### src/rtl/pipe_pkg.sv
// Shared pipeline definitions: forwarding-mux select codes and the
// destination-register metadata carried by each tracked pipeline slot.
package pipe_pkg;

  // Slot rd storage width; module-level register addresses are zero-extended into it.
  localparam int unsigned META_RD_W = 8;

  localparam logic [1:0] FWD_RF    = 2'b00;
  localparam logic [1:0] FWD_EXMEM = 2'b01;
  localparam logic [1:0] FWD_MEMWB = 2'b10;
  localparam logic [1:0] FWD_POST  = 2'b11;

  typedef struct packed {
    logic                 valid;
    logic [META_RD_W-1:0] rd;
    logic                 regwrite;
    logic                 memread;
  } dst_meta_t;

  // A slot produces a usable value for src; x0 is never forwarded.
  function automatic logic meta_match(input dst_meta_t m, input logic [META_RD_W-1:0] src);
    return m.valid && m.regwrite && (m.rd == src) && (m.rd != '0);
  endfunction

endpackage

### src/rtl/fwd_select.sv
// Nearest-first priority comparator for one source register against the
// EX/MEM/WB slots. FWD_WB_BYPASS_EN turns WB matches into the WB+1 select.
module fwd_select
  import pipe_pkg::*;
(
  input  logic [META_RD_W-1:0] src,
  input  dst_meta_t            ex,
  input  dst_meta_t            mem,
  input  dst_meta_t            wb,
  output logic [1:0]           sel_c
);

  // Priority select: EX producer beats MEM beats WB.
  always_comb begin
    sel_c = FWD_RF;
    if (meta_match(ex, src)) begin
      sel_c = FWD_EXMEM;
    end else if (meta_match(mem, src)) begin
      sel_c = FWD_MEMWB;
    end else if (meta_match(wb, src)) begin
`ifdef FWD_WB_BYPASS_EN
      sel_c = FWD_POST;
`else
      sel_c = FWD_RF;
`endif
    end
  end

endmodule

### src/rtl/fwd_hazard_ctrl.sv
// Forwarding and load-use hazard controller for the 5-stage pipeline.
// Tracks producer metadata in EX/MEM/WB, registers operand mux selects at
// each ID->EX advance, and raises a combinational load-use stall.
// Optional macro FWD_WB_BYPASS_EN adds a POST slot and the WB+1 select code.
module fwd_hazard_ctrl
  import pipe_pkg::*;
#(
  parameter int unsigned REG_AW = 5
) (
  input  logic              CLK,
  input  logic              RST,
  input  logic              HOLD,
  input  logic              FLUSH,
  input  logic              ID_VALID,
  input  logic [REG_AW-1:0] ID_RS1,
  input  logic [REG_AW-1:0] ID_RS2,
  input  logic [REG_AW-1:0] ID_RD,
  input  logic              ID_REGWRITE,
  input  logic              ID_MEMREAD,
  output logic              STALL,
  output logic              FWD_A_S0,
  output logic              FWD_A_S1,
  output logic              FWD_B_S0,
  output logic              FWD_B_S1
);

  dst_meta_t ex_q;
  dst_meta_t mem_q;
  dst_meta_t wb_q;
`ifdef FWD_WB_BYPASS_EN
  dst_meta_t post_q;
`endif

  logic [1:0]           fwd_a_q;
  logic [1:0]           fwd_b_q;
  logic [1:0]           sel_a_c;
  logic [1:0]           sel_b_c;
  logic [META_RD_W-1:0] rs1_c;
  logic [META_RD_W-1:0] rs2_c;
  dst_meta_t            id_meta_c;
  logic                 load_use_c;
  logic                 bubble_c;

  // Widen ID fields into slot format.
  always_comb begin
    rs1_c              = META_RD_W'(ID_RS1);
    rs2_c              = META_RD_W'(ID_RS2);
    id_meta_c.valid    = ID_VALID;
    id_meta_c.rd       = META_RD_W'(ID_RD);
    id_meta_c.regwrite = ID_REGWRITE;
    id_meta_c.memread  = ID_MEMREAD;
  end

  fwd_select u_sel_a (
    .src   (rs1_c),
    .ex    (ex_q),
    .mem   (mem_q),
    .wb    (wb_q),
    .sel_c (sel_a_c)
  );

  fwd_select u_sel_b (
    .src   (rs2_c),
    .ex    (ex_q),
    .mem   (mem_q),
    .wb    (wb_q),
    .sel_c (sel_b_c)
  );

  // Load-use detection; FLUSH discards the consumer so it wins over the stall.
  always_comb begin
    load_use_c = ID_VALID && ex_q.valid && ex_q.memread && (ex_q.rd != '0) &&
                 (meta_match(ex_q, rs1_c) || meta_match(ex_q, rs2_c));
    bubble_c   = load_use_c || FLUSH || !ID_VALID;
    STALL      = load_use_c && !FLUSH && !RST;
  end

  // Slot shift and select registration; HOLD freezes everything.
  always_ff @(posedge CLK or posedge RST) begin
    if (RST) begin
      ex_q    <= '0;
      mem_q   <= '0;
      wb_q    <= '0;
`ifdef FWD_WB_BYPASS_EN
      post_q  <= '0;
`endif
      fwd_a_q <= FWD_RF;
      fwd_b_q <= FWD_RF;
    end else if (!HOLD) begin
      mem_q <= ex_q;
      wb_q  <= mem_q;
`ifdef FWD_WB_BYPASS_EN
      post_q <= wb_q;
`endif
      if (bubble_c) begin
        ex_q    <= '0;
        fwd_a_q <= FWD_RF;
        fwd_b_q <= FWD_RF;
      end else begin
        ex_q    <= id_meta_c;
        fwd_a_q <= sel_a_c;
        fwd_b_q <= sel_b_c;
      end
    end
  end

  assign FWD_A_S0 = fwd_a_q[0];
  assign FWD_A_S1 = fwd_a_q[1];
  assign FWD_B_S0 = fwd_b_q[0];
  assign FWD_B_S1 = fwd_b_q[1];

endmodule

### config.mk
export PLATFORM = sky130hd
export DESIGN_NAME = fwd_hazard_ctrl
export DESIGN_NICKNAME = d
export VERILOG_FILES = /design/src/rtl/pipe_pkg.sv /design/src/rtl/fwd_select.sv /design/src/rtl/fwd_hazard_ctrl.sv
export SDC_FILE = /design/constraint.sdc
export NUM_CORES = 1
export LEC_CHECK = 0
export ABC_AREA = 1
export BUFFER_PORTS_ARGS = -buffer_cell sky130_fd_sc_hd__buf_2
export CORE_ASPECT_RATIO = 0.5
export CORE_UTILIZATION = 30
export CTS_CLUSTER_DIAMETER = 150
export DETAILED_ROUTE_END_ITERATION = 8
export PLACE_DENSITY_LB_ADDON = 0.15
export SYNTH_ARGS = -nofsm -noshare
export SYNTH_HDL_FRONTEND = slang
export SYNTH_SLANG_ARGS = --single-unit
export TNS_END_PERCENT = 10
### constraint.sdc
create_clock -name CLK -period 3 [get_ports CLK]
set_input_delay 0.3 -clock CLK [delete_from_list [all_inputs] [get_ports CLK]]
set_output_delay 0.3 -clock CLK [all_outputs]
set_load 0.02 [all_outputs]
==> results.ini <==
[outcome]
status=finished, final reports clean

[worst_setup_path]
cpPeakStageDelay_ns=0.46
critPathRequiredTime_ns=2.70
start_kind=flop
critPathMaxFanout=13
cp.arrival_ns=1.87
critPathCaptureType=output port
critical_path_class=reg2out
cp_common_cell=nand2_1
slowest_stage=dfrtp_1
crit_chain=inv_1 > nand2_1 > nand2_1 > nand2_1 > nor2_1 > nand2_1 > nand2_1 > nand2_2 > nor3_4 > buf_2

[synthesis]
syn_inst=192
async_reset_ff_share_pct=100
ys.flop_type=dfrtp_1
yosys_warnings=0
synth-edff-count=0
synthesis.area_sq_um=1290
synthTopCellsByArea=dfrtp_1, nand2_1, nand3_2
ys_ff_latch=19
ys_seq_area_share_pct=36.9
synth_top_cell_area_share_pct=36.9
synth.avg_cell_area_sq_um=6.71
yosys.area.top_type=dfrtp_1
synth_cell_types=22
synthesis.nets=214

[timing]
slew_headroom_pct=34.9
worst_pin_slew_ns=0.972
rsz0062_at_grt=false
period_minus_slack_ns=2.17
finalSetupViolCount=0
max_freq_mhz=461
finalHoldViolCount=0
timing.final.crit_share_pct=72.4
skew_ns=0.00858
drv_slew=0
setup_tns_ns=0

[die]
num_io_pins=27
chipWidth_um=94.6
floorplan.initialDensity_pct=32.2
die_height_um=48.3
core-area_sq_um=4000
design.die.area_sq_um=4570
rows=16

[pwr]
max-vdd-ir-drop_mv=0.112
leakagePower_uw=0.000827
p_per_area_nw_per_um2=388

[global_route]
grt_use_total_pct=15.6
grt_pass1_vias=1149
antenna_found_initial=0
grt_max_degree=26
overflow=0
grt_pass1_wl_mm=5.47

[clock_tree]
root_buffer=clkbuf_8
htreeDepth=1
numCtsBuffers=3
path_clk_slew_ns=0.08
post_cts_buffers=0
cts_hold_buf=0
clock_latency_ns=0.27
clkSinkCount=19
cts_resized=0
cts_max_path_buffers=2
cts_tree=yes

[cells_and_area]
final_common_cell=nand2_1
num_antenna_cells=0
layout_common_cells=nand2_1, buf_2, inv_1, dfrtp_1, nor2_1
fin_cells=271
num-nets-final=240
area_growth_pct=16.9
drive_gt1_share_pct=22.6

[detailed_routing]
first_pass_iters=4
drt-vias-per-instance=4.50
postRouteAntennaNets=0
dr_total_vias=1220
drt_iter0_markers=65
drc=0
totalWireLength_mm=3.23
wl_per_cell_um=11.9

[placed_design]
io_buffers=26
dp.cells=267
post-dp-hpwl_mm=2.54
place_congestion=0.851

[worst_hold_path]
hp-class=in2async

[flow_run]
maxCapViolCount=0

layer usage:
| layer | track usage (%) | vias to the layer above | wire, um |
|---|---|---|---|
| met5 | 0 | - | 0 |
| met4 | 3.79 | 0 | 26 |
| met3 | 3.62 | 4 | 197 |
| met2 | 21.8 | 27 | 1310 |
| met1 | 23.9 | 552 | 1700 |
| li1 | - | 637 | - |
flip-flops by register name, indices dropped and copies added (netlist names):
signal,cells
ex_q,8
mem_q,7
fwd_a_q,2
fwd_b_q,2
worst paths after layout:
path	startpoint	endpoint	depth (start not counted)	slack (ns)
worst min register to register	fwd_b_q[0]	fwd_b_q[0]	2	0.49
worst max register to register	ex_q[4]	fwd_a_q[1]	10	1.43
worst min-delay path	RST	ex_q[0]	2	0.19
max in group asynchronous	RST	mem_q[6]	2	2.33
min in group CLK	ID_REGWRITE	ex_q[1]	3	0.25
worst max-delay path	ex_q[4]	STALL	10	0.83
critical path: cells and delay by family, from the launching register on:
kind | cells | cell delay (ns)
buffers and inverters | 2 | 0.32
flip-flops | 1 | 0.46
AND/OR/NAND/NOR | 8 | 0.81
layout make-up:
| class | instances | area, sq um |
|---|---|---|
| sequential | 19 | 475 |
| fill | 449 | 2500 |
| clock buffer | 3 | 41.3 |
| clock inverter | 1 | 7.51 |
| timing repair buffer | 26 | 130 |
| multi-input combinational | 141 | 682 |
| tap | 54 | 67.6 |
| inverter | 27 | 101 |
through the flow:
stage | setup slack (ns) | utilization, % | total power (uW) | area, sq um | hold slack, ns
after detailed placement | 1.13 | 36.4 | 396 | 1460 | 0.461
after floorplan | 1.43 | - | 357 | 1290 | 0.251
after global routing | 0.691 | 37.6 | 621 | 1510 | 0.245
final | 0.829 | 37.6 | 583 | 1510 | 0.192
after CTS | 0.825 | 37.6 | 590 | 1510 | 0.225
after global placement | 1.14 | 36.4 | 395 | 1460 | 0.460
cell usage after synthesis, types with 2 or more instances:
cell / count
a21oi_1: 3
buf_6: 2
clkbuf_1: 3
dfrtp_1: 19
inv_1: 22
inv_2: 4
mux2_2: 2
nand2_1: 83
nand3_1: 8
nand3_2: 9
nand4_1: 2
nor2_1: 17
o21ai_0: 7
xnor2_1: 2
xor2_1: 2
kinds of logic after synthesis:
group | after synthesis | share of synthesized area (%)
AOI/OAI and AO/OA | 11 | 4.47
DFF | 19 | 36.9
xor gates and xnor gates | 4 | 2.72
and+or+nand+nor | 124 | 43.6
buffers and inverters | 32 | 10.5
muxes | 2 | 1.75
power breakdown:
| group | total [uW] | internal [uW] | switching, uW | leakage, uW |
|---|---|---|---|---|
| Sequential | 285 | 269 | 15.4 | 0.000257 |
| Combinational | 106 | 39.8 | 65.8 | 0.000548 |
| Clock | 193 | 94.0 | 99.1 | 0.0000217 |
Note: power is estimated with default switching activity, not from simulation.
